`src/rtl/sram_wishbone_port_if.sv`:
```
// Wishbone classic bus bundle between the data-bus interconnect and the SRAM port block.
interface sram_wishbone_port_if #(
  parameter int BYTE_COUNT       = 4,
  parameter int BUS_ADDRESS_SIZE = 24
);
  localparam int WORD_SIZE = 8 * BYTE_COUNT;

  logic                        wb_cyc_i;
  logic                        wb_stb_i;
  logic                        wb_we_i;
  logic [BYTE_COUNT-1:0]       wb_sel_i;
  logic [BUS_ADDRESS_SIZE-1:0] wb_adr_i;
  logic [WORD_SIZE-1:0]        wb_data_i;
  logic                        wb_ack_o;
  logic                        wb_error_o;
  logic                        wb_stall_o;
  logic [WORD_SIZE-1:0]        wb_data_o;

  modport slave (
    input  wb_cyc_i, wb_stb_i, wb_we_i, wb_sel_i, wb_adr_i, wb_data_i,
    output wb_ack_o, wb_error_o, wb_stall_o, wb_data_o
  );

  modport master (
    output wb_cyc_i, wb_stb_i, wb_we_i, wb_sel_i, wb_adr_i, wb_data_i,
    input  wb_ack_o, wb_error_o, wb_stall_o, wb_data_o
  );
endinterface

```
`src/rtl/sram_wishbone_port.sv`:
```
// Wishbone classic slave driving the primary read/write port of the SRAM wrapper.
// One registered SRAM access per request; every output comes straight from a flop.
//
// state   | meaning
// IDLE    | waiting for cyc & stb
// ACCESS  | SRAM select asserted for this cycle
// CAPTURE | SRAM read data valid, captured at the end of this cycle
// ACK     | wb_ack_o high
// ERROR   | wb_error_o high (address out of range)
module sram_wishbone_port #(
  parameter int BYTE_COUNT       = 4,
  parameter int ADDRESS_SIZE     = 9,
  parameter int BUS_ADDRESS_SIZE = 24
) (
  input  logic                      clk,
  input  logic                      rst,
  sram_wishbone_port_if.slave       bus,
  output logic                      primarySelect,
  output logic                      primaryWriteEnable,
  output logic [BYTE_COUNT-1:0]     primaryWriteMask,
  output logic [ADDRESS_SIZE-1:0]   primaryAddress,
  output logic [8*BYTE_COUNT-1:0]   primaryDataIn,
  input  logic [8*BYTE_COUNT-1:0]   primaryDataRead
);
  localparam int WORD_SIZE = 8 * BYTE_COUNT;

  typedef enum logic [2:0] {
    IDLE    = 3'd0,
    ACCESS  = 3'd1,
    CAPTURE = 3'd2,
    ACK     = 3'd3,
    ERROR   = 3'd4
  } state_t;

  state_t                  state_q, state_d;
  logic                    latch_req, capture;
  logic                    ack_q, error_q, stall_q, select_q, we_q;
  logic [BYTE_COUNT-1:0]   mask_q;
  logic [ADDRESS_SIZE-1:0] addr_q;
  logic [WORD_SIZE-1:0]    din_q, rdata_q;

  logic request, out_of_range;
  assign request      = bus.wb_cyc_i & bus.wb_stb_i;
  assign out_of_range = |bus.wb_adr_i[BUS_ADDRESS_SIZE-1:ADDRESS_SIZE+2];

  // Byte offset within a word is meaningless to a word-wide SRAM.
  logic unused_adr_bits;
  assign unused_adr_bits = ^bus.wb_adr_i[1:0];

  always_comb begin
    state_d   = state_q;
    latch_req = 1'b0;
    capture   = 1'b0;
    case (state_q)
      IDLE: begin
        if (request) begin
          if (out_of_range) begin
            state_d = ERROR;
          end else begin
            state_d   = ACCESS;
            latch_req = 1'b1;
          end
        end
      end
      ACCESS: begin
        if (!bus.wb_cyc_i)  state_d = IDLE;
        else if (we_q)      state_d = ACK;
        else                state_d = CAPTURE;
      end
      CAPTURE: begin
        if (!bus.wb_cyc_i) begin
          state_d = IDLE;
        end else begin
          capture = 1'b1;
          state_d = ACK;
        end
      end
      ACK:     state_d = IDLE;
      ERROR:   state_d = IDLE;
      default: state_d = IDLE;
    endcase
  end

  // Outputs are decoded from the next state so each pulse lines up with its state.
  always_ff @(posedge clk) begin
    if (!rst) begin
      state_q  <= IDLE;
      ack_q    <= 1'b0;
      error_q  <= 1'b0;
      stall_q  <= 1'b0;
      select_q <= 1'b0;
      we_q     <= 1'b0;
      mask_q   <= '0;
      addr_q   <= '0;
      din_q    <= '0;
      rdata_q  <= '0;
    end else begin
      state_q  <= state_d;
      ack_q    <= (state_d == ACK);
      error_q  <= (state_d == ERROR);
      stall_q  <= (state_d != IDLE);
      select_q <= (state_d == ACCESS);
      if (latch_req) begin
        addr_q <= bus.wb_adr_i[ADDRESS_SIZE+1:2];
        we_q   <= bus.wb_we_i;
        mask_q <= bus.wb_we_i ? bus.wb_sel_i : {BYTE_COUNT{1'b1}};
        din_q  <= bus.wb_data_i;
      end
      if (capture) rdata_q <= primaryDataRead;
    end
  end

  assign bus.wb_ack_o       = ack_q;
  assign bus.wb_error_o     = error_q;
  assign bus.wb_stall_o     = stall_q;
  assign bus.wb_data_o      = rdata_q;
  assign primarySelect      = select_q;
  assign primaryWriteEnable = we_q;
  assign primaryWriteMask   = mask_q;
  assign primaryAddress     = addr_q;
  assign primaryDataIn      = din_q;
endmodule
```
`src/flat_wrapper.sv`:
```
// flat-port wrapper written by rule: the top's interface ports become plain ports
module sram_wishbone_port_flat 
#(
  parameter int BYTE_COUNT       = 4,
  parameter int ADDRESS_SIZE     = 9,
  parameter int BUS_ADDRESS_SIZE = 24
)
  (clk, rst, primarySelect, primaryWriteEnable, primaryWriteMask, primaryAddress, primaryDataIn, primaryDataRead, bus_wb_cyc_i, bus_wb_stb_i, bus_wb_we_i, bus_wb_sel_i, bus_wb_adr_i, bus_wb_data_i, bus_wb_ack_o, bus_wb_error_o, bus_wb_stall_o, bus_wb_data_o);
  sram_wishbone_port_if #(.BYTE_COUNT(BYTE_COUNT), .BUS_ADDRESS_SIZE(BUS_ADDRESS_SIZE)) bus_i ();
  input  logic clk;
  input  logic rst;
  output logic primarySelect;
  output logic primaryWriteEnable;
  output logic [BYTE_COUNT-1:0] primaryWriteMask;
  output logic [ADDRESS_SIZE-1:0] primaryAddress;
  output logic [8*BYTE_COUNT-1:0] primaryDataIn;
  input  logic [8*BYTE_COUNT-1:0] primaryDataRead;
  input wire logic [$bits(bus_i.wb_cyc_i)-1:0] bus_wb_cyc_i;
  input wire logic [$bits(bus_i.wb_stb_i)-1:0] bus_wb_stb_i;
  input wire logic [$bits(bus_i.wb_we_i)-1:0] bus_wb_we_i;
  input wire logic [$bits(bus_i.wb_sel_i)-1:0] bus_wb_sel_i;
  input wire logic [$bits(bus_i.wb_adr_i)-1:0] bus_wb_adr_i;
  input wire logic [$bits(bus_i.wb_data_i)-1:0] bus_wb_data_i;
  output wire logic [$bits(bus_i.wb_ack_o)-1:0] bus_wb_ack_o;
  output wire logic [$bits(bus_i.wb_error_o)-1:0] bus_wb_error_o;
  output wire logic [$bits(bus_i.wb_stall_o)-1:0] bus_wb_stall_o;
  output wire logic [$bits(bus_i.wb_data_o)-1:0] bus_wb_data_o;
  assign bus_i.wb_cyc_i = bus_wb_cyc_i;
  assign bus_i.wb_stb_i = bus_wb_stb_i;
  assign bus_i.wb_we_i = bus_wb_we_i;
  assign bus_i.wb_sel_i = bus_wb_sel_i;
  assign bus_i.wb_adr_i = bus_wb_adr_i;
  assign bus_i.wb_data_i = bus_wb_data_i;
  assign bus_wb_ack_o = bus_i.wb_ack_o;
  assign bus_wb_error_o = bus_i.wb_error_o;
  assign bus_wb_stall_o = bus_i.wb_stall_o;
  assign bus_wb_data_o = bus_i.wb_data_o;
  sram_wishbone_port #(.BYTE_COUNT(BYTE_COUNT), .ADDRESS_SIZE(ADDRESS_SIZE), .BUS_ADDRESS_SIZE(BUS_ADDRESS_SIZE)) u_core (.clk(clk), .rst(rst), .bus(bus_i), .primarySelect(primarySelect), .primaryWriteEnable(primaryWriteEnable), .primaryWriteMask(primaryWriteMask), .primaryAddress(primaryAddress), .primaryDataIn(primaryDataIn), .primaryDataRead(primaryDataRead));
endmodule
```
`config.mk`:
```
export PLATFORM = sky130hd
export DESIGN_NAME = sram_wishbone_port_flat
export DESIGN_NICKNAME = d
export VERILOG_FILES = /design/src/rtl/sram_wishbone_port_if.sv /design/src/rtl/sram_wishbone_port.sv /design/src/flat_wrapper.sv
export SDC_FILE = /design/constraint.sdc
export NUM_CORES = 1
export LEC_CHECK = 0
export BUFFER_PORTS_ARGS = -buffer_cell sky130_fd_sc_hd__buf_2
export CAP_MARGIN = 20
export CORE_UTILIZATION = 48
export DETAILED_ROUTE_END_ITERATION = 7
export GPL_TIMING_DRIVEN = 0
export HOLD_SLACK_MARGIN = 0.08
export PLACE_DENSITY = 0.85
export SYNTH_ARGS = -nofsm -noshare
export SYNTH_HDL_FRONTEND = slang
export SYNTH_SLANG_ARGS = --single-unit
```
`constraint.sdc`:
```
create_clock -name clk -period 3.3 [get_ports clk]
set_input_delay 0.66 -clock clk [delete_from_list [all_inputs] [get_ports clk]]
set_output_delay 0.66 -clock clk [all_outputs]
set_load 0.005 [all_outputs]
```
==> results of run 1 <==
cell usage in the layout, fill, tap and decap left out, types with 3 or more instances in the layout:
cell type  count
mux2i_1       46
dfxtp_1       85
nand2_1      152
clkinv_2       3
o21ai_0        4
nand2b_1       4
clkbuf_1      18
clkbuf_8      10
a21boi_1      30
buf_2        178
power by group through the flow:
stage / combinational [mW] / sequential, mW / clock (mW)
floorplan: 0.0422 / 1.05 / 0
global placement: 0.106 / 1.05 / 0
detailed placement: 0.108 / 1.05 / 0
CTS: 0.109 / 1.03 / 0.810
global route: 0.121 / 1.03 / 0.847
finish: 0.109 / 1.03 / 0.787
final cells by class:
type	count	area share
tap	77	0.0215
multi-input combinational	257	0.323
clock buffer	10	0.0308
clock inverter	5	0.0168
buffer	26	0.0302
sequential	85	0.381
inverter	1	0.000839
timing repair buffer	175	0.196
flip-flops by register name, indices dropped and copies added, names as in the netlist:
register,flops
u_core.state_q,3
u_core.primarySelect,1
u_core.primaryAddress,9
u_core.bus.wb_data_o,32
u_core.primaryWriteMask,4
u_core.bus.wb_stall_o,1
u_core.bus.wb_error_o,1
u_core.primaryDataIn,32
u_core.bus.wb_ack_o,1
u_core.primaryWriteEnable,1
kinds of logic after synthesis:
| family | Yosys count | share of synthesized area |
|---|---|---|
| AOI/OAI and AO/OA | 40 | 0.0868 |
| DFF | 85 | 0.518 |
| buffers and inverters | 27 | 0.0422 |
| and+or+nand+nor | 171 | 0.213 |
| muxes | 46 | 0.140 |
path summary, 6_finish.rpt:
| path | slack [ns] | cells past startpoint | endpoint |
|---|---|---|---|
| min reg2reg | 0.45 | 2 | u_core.bus.wb_data_o[26]$_SDFFE_PN0P_ |
| max reg2reg | 1.67 | 5 | u_core.primaryDataIn[22]$_SDFFE_PN0P_ |
| min | 0.45 | 2 | u_core.bus.wb_data_o[26]$_SDFFE_PN0P_ |
| max | 1.41 | 7 | u_core.primaryDataIn[22]$_SDFFE_PN0P_ |
layer usage:
metal	global-route usage	up-vias
met4	0.0909	0
met3	0.0649	10
met2	0.422	125
met1	0.250	1401
met5	0	-
li1	-	1562
worst register-to-register path, stage by stage, from the launching register on:
cell	delay, ns
dfxtp_1	0.30
nand2b_1	0.24
nor4_4	0.39
buf_6	0.22
buf_6	0.19
mux2i_1	0.21
stage by stage:
stage               hold slack [ns]  area (µm²)
floorplan                     0.451        3290
detailed placement            0.443        4260
finish                        0.453        4470
global route                  0.466        4470
CTS                           0.455        4470
global placement              0.437        4260
==> flow_summary.json, run 1 <==
{
  "status": "finished, violations left",
  "violations": "design-rule violations",
  "area_growth_pct": 36.0,
  "synth_cells": 369,
  "worstHoldStart": "u_core.bus.wb_data_o[26]$_SDFFE_PN0P_",
  "post_cts_resized": 0,
  "drt_iter0_markers": 109,
  "swShare": 0.208,
  "hold_viol": 0,
  "slew_violations": 0,
  "critPathBufInv": 3,
  "worst-path-max-fanout": 10,
  "route.met2.wl_mm": 4.07,
  "die-area_um2": 7180,
  "cts.sinks": 85,
  "synth.most_common_cell": "nand2_1",
  "via_count": 3098,
  "path_class": "primary input to register",
  "p_int_mw": 1.52,
  "pre_cts_slack_ns": 1.04,
  "ff_latch_area_um2": 1700,
  "start_util": 0.506,
  "startpoint_type": "primary input",
  "synth.distinct_cells": 25,
  "p_leak_nw": 2.05,
  "grt_usage": 0.230,
  "ys_seq_area_frac": 0.518,
  "cts_setup_buffers": 0,
  "layout-drive-gt1-share": 0.356,
  "post_drt_wl_per_cell_um": 12.8,
  "fin_crit_ns": 1.89,
  "synth_top_area_share": 0.518,
  "synth_common_cells": "152 x nand2_1, 85 x dfxtp_1, 46 x mux2i_1",
  "ioPinCount": 179,
  "min_path_type": "register to register",
  "cts.clk_slew.worst_paths_ns": 0.07,
  "design.core.area_um2": 6490,
  "async_flop_share": 0,
  "ys.flop_type": "dfxtp_1",
  "critical_path.startpoint": "bus_wb_adr_i[18]",
  "crit-reg2reg-launch": "u_core.state_q[2]$_SDFF_PN0_",
  "cts_tree": "built",
  "die_w_um": 84.8,
  "crit_path_end_kind": "register",
  "diodes": 0,
  "fin_cells": 636,
  "worst_pin_slew_ns": 0.443,
  "p_switching_mw": 0.401,
  "gp_congestion": 0.746,
  "tns_ns": 0,
  "maxCapViolCount": 0,
  "power_frac_comb": 0.057,
  "yosys.area.top_type": "dfxtp_1",
  "seqPwrFrac": 0.534,
  "portBuffers": 175,
  "critical_path_arrival_ns": 2.15,
  "slowest_stage": "nor4_4",
  "synth_nets": 466,
  "cts-htree-levels": 3,
  "relSlewSlack": 0.704,
  "multiInputGateArea_um2": 1450,
  "die_y_um": 84.8,
  "setup_viol": 0,
  "finalPower_mw": 1.92,
  "setup_slack_ns": 1.41,
  "nFillCells": 550,
  "synth_seq_cells": 85,
  "final_antenna_net_count": 0,
  "grt_pass1_wl_mm": 13.2,
  "fin_skew_ns": 0.0105,
  "drcViolationCount": 13,
  "syn_area_per_cell_um2": 8.91,
  "netlist_area_um2": 3290,
  "synth-edff-count": 0,
  "clockBufferDepth": 2,
  "rsz0062_at_grt": "false",
  "num_rows": 29,
  "fin_util": 0.688,
  "place_inst": 621,
  "path_common_cell": "buf_6",
  "cts_root_buf": "clkbuf_8",
  "grt_max_degree": 14,
  "insertion_delay_ns": 0.34,
  "wl_met1_mm": 3.31,
  "grt-ovfl-total": 0,
  "ir_worst_vdd_mv": 0.202,
  "cts_buffers": 9,
  "detailroute.wirelength.met3_um": 644,
  "fin_crit_sh": 0.573,
  "p_per_area_nw_per_um2": 430,
  "yosysWarnings": 0,
  "p_clk_frac": 0.410,
  "hold_buffers": 0,
  "nets": 652,
  "synthTopCellsByArea": "dfxtp_1 52%, nand2_1 17%, mux2i_1 14%, a21boi_1 6.9%, clkbuf_1 2.1%",
  "vias_per_cell": 4.87,
  "worstPathCellList": "buf_2, nor4_1, nand4_1, nor4_4, buf_6, buf_6, mux2i_1",
  "drt_pass1_iterations": 6,
  "crit_required_ns": 3.56,
  "path_delay_family": "simple AND/OR/NAND/NOR gates",
  "worst_path_largest_cell_delay_ns": 0.29,
  "fmax_mhz": 528,
  "top_layer_used": "met4",
  "grt_pass1_vias": 3073,
  "grt_antenna_before_repair": 0,
  "drt_wl_total_mm": 8.11,
  "dp_hpwl_mm": 6.21
}
(Power assumes the default switching activity.)
==> run 2: changes to the inputs <==
--- a/config.mk
+++ b/config.mk
@@ -7,11 +7,11 @@
 export LEC_CHECK = 0
 export BUFFER_PORTS_ARGS = -buffer_cell sky130_fd_sc_hd__buf_2
 export CAP_MARGIN = 20
-export CORE_UTILIZATION = 48
+export CORE_UTILIZATION = 44
 export DETAILED_ROUTE_END_ITERATION = 7
 export GPL_TIMING_DRIVEN = 0
 export HOLD_SLACK_MARGIN = 0.08
-export PLACE_DENSITY = 0.85
+export PLACE_DENSITY = 0.79
 export SYNTH_ARGS = -nofsm -noshare
 export SYNTH_HDL_FRONTEND = slang
 export SYNTH_SLANG_ARGS = --single-unit
==> constraint.sdc (replaced) <==
create_clock -name clk -period 1.9 [get_ports clk]
set_input_delay 0.38 -clock clk [delete_from_list [all_inputs] [get_ports clk]]
set_output_delay 0.38 -clock clk [all_outputs]
set_load 0.005 [all_outputs]
==> run 2 against run 1 <==
The flow now finishes without violations. Combinational power is 72% higher. Worst setup slack worse by 1.1 ns. Die area up 8.9%. Critical path depth down 2. Routed wire length down 1.9%. Sequential share of layout area shrank 0.34 points. Sequential power increased by 73%. Non-clock buffer count unchanged. Largest power group unchanged. Clock-buffer cell count grew 2. Hold slack worse by 0.18 ns. Register-to-register slack got worse by 1.4 ns.
==> flow_summary.json, run 2 (synthesis results as in run 1) <==
{
  "worst-path-max-fanout": 10,
  "fin_crit_sh": 0.856,
  "die-area_um2": 7820,
  "ir_worst_vdd_mv": 0.415,
  "r2r_slack_ns": 0.27,
  "detailroute.wirelength.met3_um": 745,
  "nFillCells": 684,
  "crit_required_ns": 2.17,
  "r2r_cells": 5,
  "p_leak_nw": 2.06,
  "fmax_mhz": 615,
  "gp_congestion": 0.707,
  "critPathCapture": "u_core.primaryDataIn[25]$_SDFFE_PN0P_",
  "startpoint_type": "register",
  "relSlewSlack": 0.691,
  "final_antenna_net_count": 0,
  "fin_crit_ns": 1.63,
  "diodes": 0,
  "cts_tree": "built",
  "worst_pin_slew_ns": 0.464,
  "crit_path_end_kind": "register",
  "path_class": "register to register",
  "top_layer_used": "met4",
  "final_common_cell": "buf_2",
  "cts_root_buf": "clkbuf_8",
  "via_count": 3059,
  "worst_path_largest_cell_delay_ns": 0.40,
  "fin_skew_ns": 0.00949,
  "critPathBufInv": 2,
  "drt_pass1_iterations": 4,
  "grt_max_degree": 14,
  "cts-htree-levels": 3,
  "insertion_delay_ns": 0.34,
  "final_cell_mix": "178 x buf_2, 152 x nand2_1, 85 x dfxtp_1, 46 x mux2i_1, 30 x a21boi_1",
  "drt_iter0_markers": 45,
  "finalPower_mw": 3.39,
  "dp_hpwl_mm": 6.12,
  "post_drt_wl_per_cell_um": 12.1,
  "status": "finished clean",
  "die_y_um": 88.4,
  "drcViolationCount": 0,
  "maxCapViolCount": 0,
  "drt_wl_total_mm": 7.96,
  "post_dp_cell_area_um2": 4290,
  "nets": 652,
  "clockBufferDepth": 2,
  "area_growth_pct": 37.3,
  "cts_setup_buffers": 0,
  "grt_usage": 0.201,
  "worstPathCellList": "nand2b_1, nor4_4, buf_6, buf_6, mux2i_1",
  "setup_viol": 0,
  "ioPinCount": 179,
  "route.met2.wl_mm": 3.77,
  "crit_cells": 5,
  "p_per_area_nw_per_um2": 752,
  "cts.sinks": 85,
  "num_rows": 31,
  "path_delay_family": "simple AND/OR/NAND/NOR gates",
  "holdWs_ns": 0.270,
  "grt_pass1_vias": 2819,
  "vias_per_cell": 4.64,
  "portBuffers": 175,
  "post_cts_resized": 0,
  "grt_antenna_before_repair": 0,
  "hold_viol": 0,
  "grt-ovfl-total": 0,
  "path_common_cell": "buf_6",
  "hold_buffers": 0,
  "die_w_um": 88.4,
  "rr_endpoint": "u_core.primaryDataIn[25]$_SDFFE_PN0P_",
  "crit-reg2reg-launch": "u_core.state_q[2]$_SDFF_PN0_",
  "rsz0062_at_grt": "false",
  "cts_buffers": 9,
  "start_util": 0.453,
  "design_area_um2": 4510,
  "design.core.area_um2": 7250,
  "min_path_type": "primary input to register",
  "layout-drive-gt1-share": 0.355,
  "cts.clk_slew.worst_paths_ns": 0.08,
  "fin_util": 0.622,
  "slew_violations": 0,
  "slowest_stage": "nor4_4",
  "critical_path.startpoint": "u_core.state_q[2]$_SDFF_PN0_",
  "wl_met1_mm": 3.35,
  "grt_pass1_wl_mm": 12.2,
  "critical_path_arrival_ns": 1.90
}
-- run 2: changes by cell type in the layout (fill, tap and decap cells not counted) --
| cell | delta |
|---|---|
| clkinv_2 | -1 |
| clkbuf_8 | +1 |
| clkbuf_1 | +1 |
-- run 2: final cells by class --
type / instances / area, µm² / share of cell area
Clock buffer: 12 / 155 / 0.0344
Sequential cell: 85 / 1700 / 0.377
Clock inverter: 4 / 70.1 / 0.0155
Multi-Input combinational cell: 257 / 1450 / 0.321
Timing Repair Buffer: 175 / 876 / 0.194
Tap cell: 99 / 124 / 0.0275
Buffer: 26 / 135 / 0.0300
Inverter: 1 / 3.75 / 0.000832
-- run 2: tightest hold or removal path, stage by stage --
cell and delay (ns):
buf_2 0.09, nand2_1 0.05, a21boi_1 0.05
-- run 2: per-layer routing --
| metal | global-route usage | vias to the layer above |
|---|---|---|
| met5 | 0 | - |
| met4 | 0.0821 | 0 |
| met2 | 0.362 | 119 |
| li1 | - | 1561 |
| met3 | 0.0606 | 9 |
| met1 | 0.219 | 1370 |
-- run 2: worst min path at each step --
stage | end | startpoint | slack, ns | depth (start not counted)
after floorplan | u_core.primaryAddress[0]$_SDFFE_PN0P_ | u_core.primaryAddress[0]$_SDFFE_PN0P_ | 0.45 | 2
after global placement | u_core.bus.wb_data_o[29]$_SDFFE_PN0P_ | u_core.bus.wb_data_o[29]$_SDFFE_PN0P_ | 0.44 | 2
after detailed placement | u_core.bus.wb_data_o[21]$_SDFFE_PN0P_ | u_core.bus.wb_data_o[21]$_SDFFE_PN0P_ | 0.44 | 2
after CTS | u_core.bus.wb_data_o[18]$_SDFFE_PN0P_ | primaryDataRead[18] | 0.25 | 3
after global routing | u_core.bus.wb_data_o[18]$_SDFFE_PN0P_ | primaryDataRead[18] | 0.26 | 3
final | u_core.bus.wb_data_o[27]$_SDFFE_PN0P_ | primaryDataRead[27] | 0.27 | 3
-- run 2: power by group --
part	switching, mW	internal (mW)
logic	0.0885	0.0988
registers	0.000532	1.78
clock network	0.615	0.810
total	0.704	2.69
-- run 2: per-stage QoR --
stage	setup TNS, ns	instances	worst slack (ns)
floorplan	0	369	0.272
global placement	-1.53	643	-0.0963
detailed placement	-1.45	643	-0.0971
CTS	0	659	0.250
global route	0	659	0.0940
finish	0	659	0.273
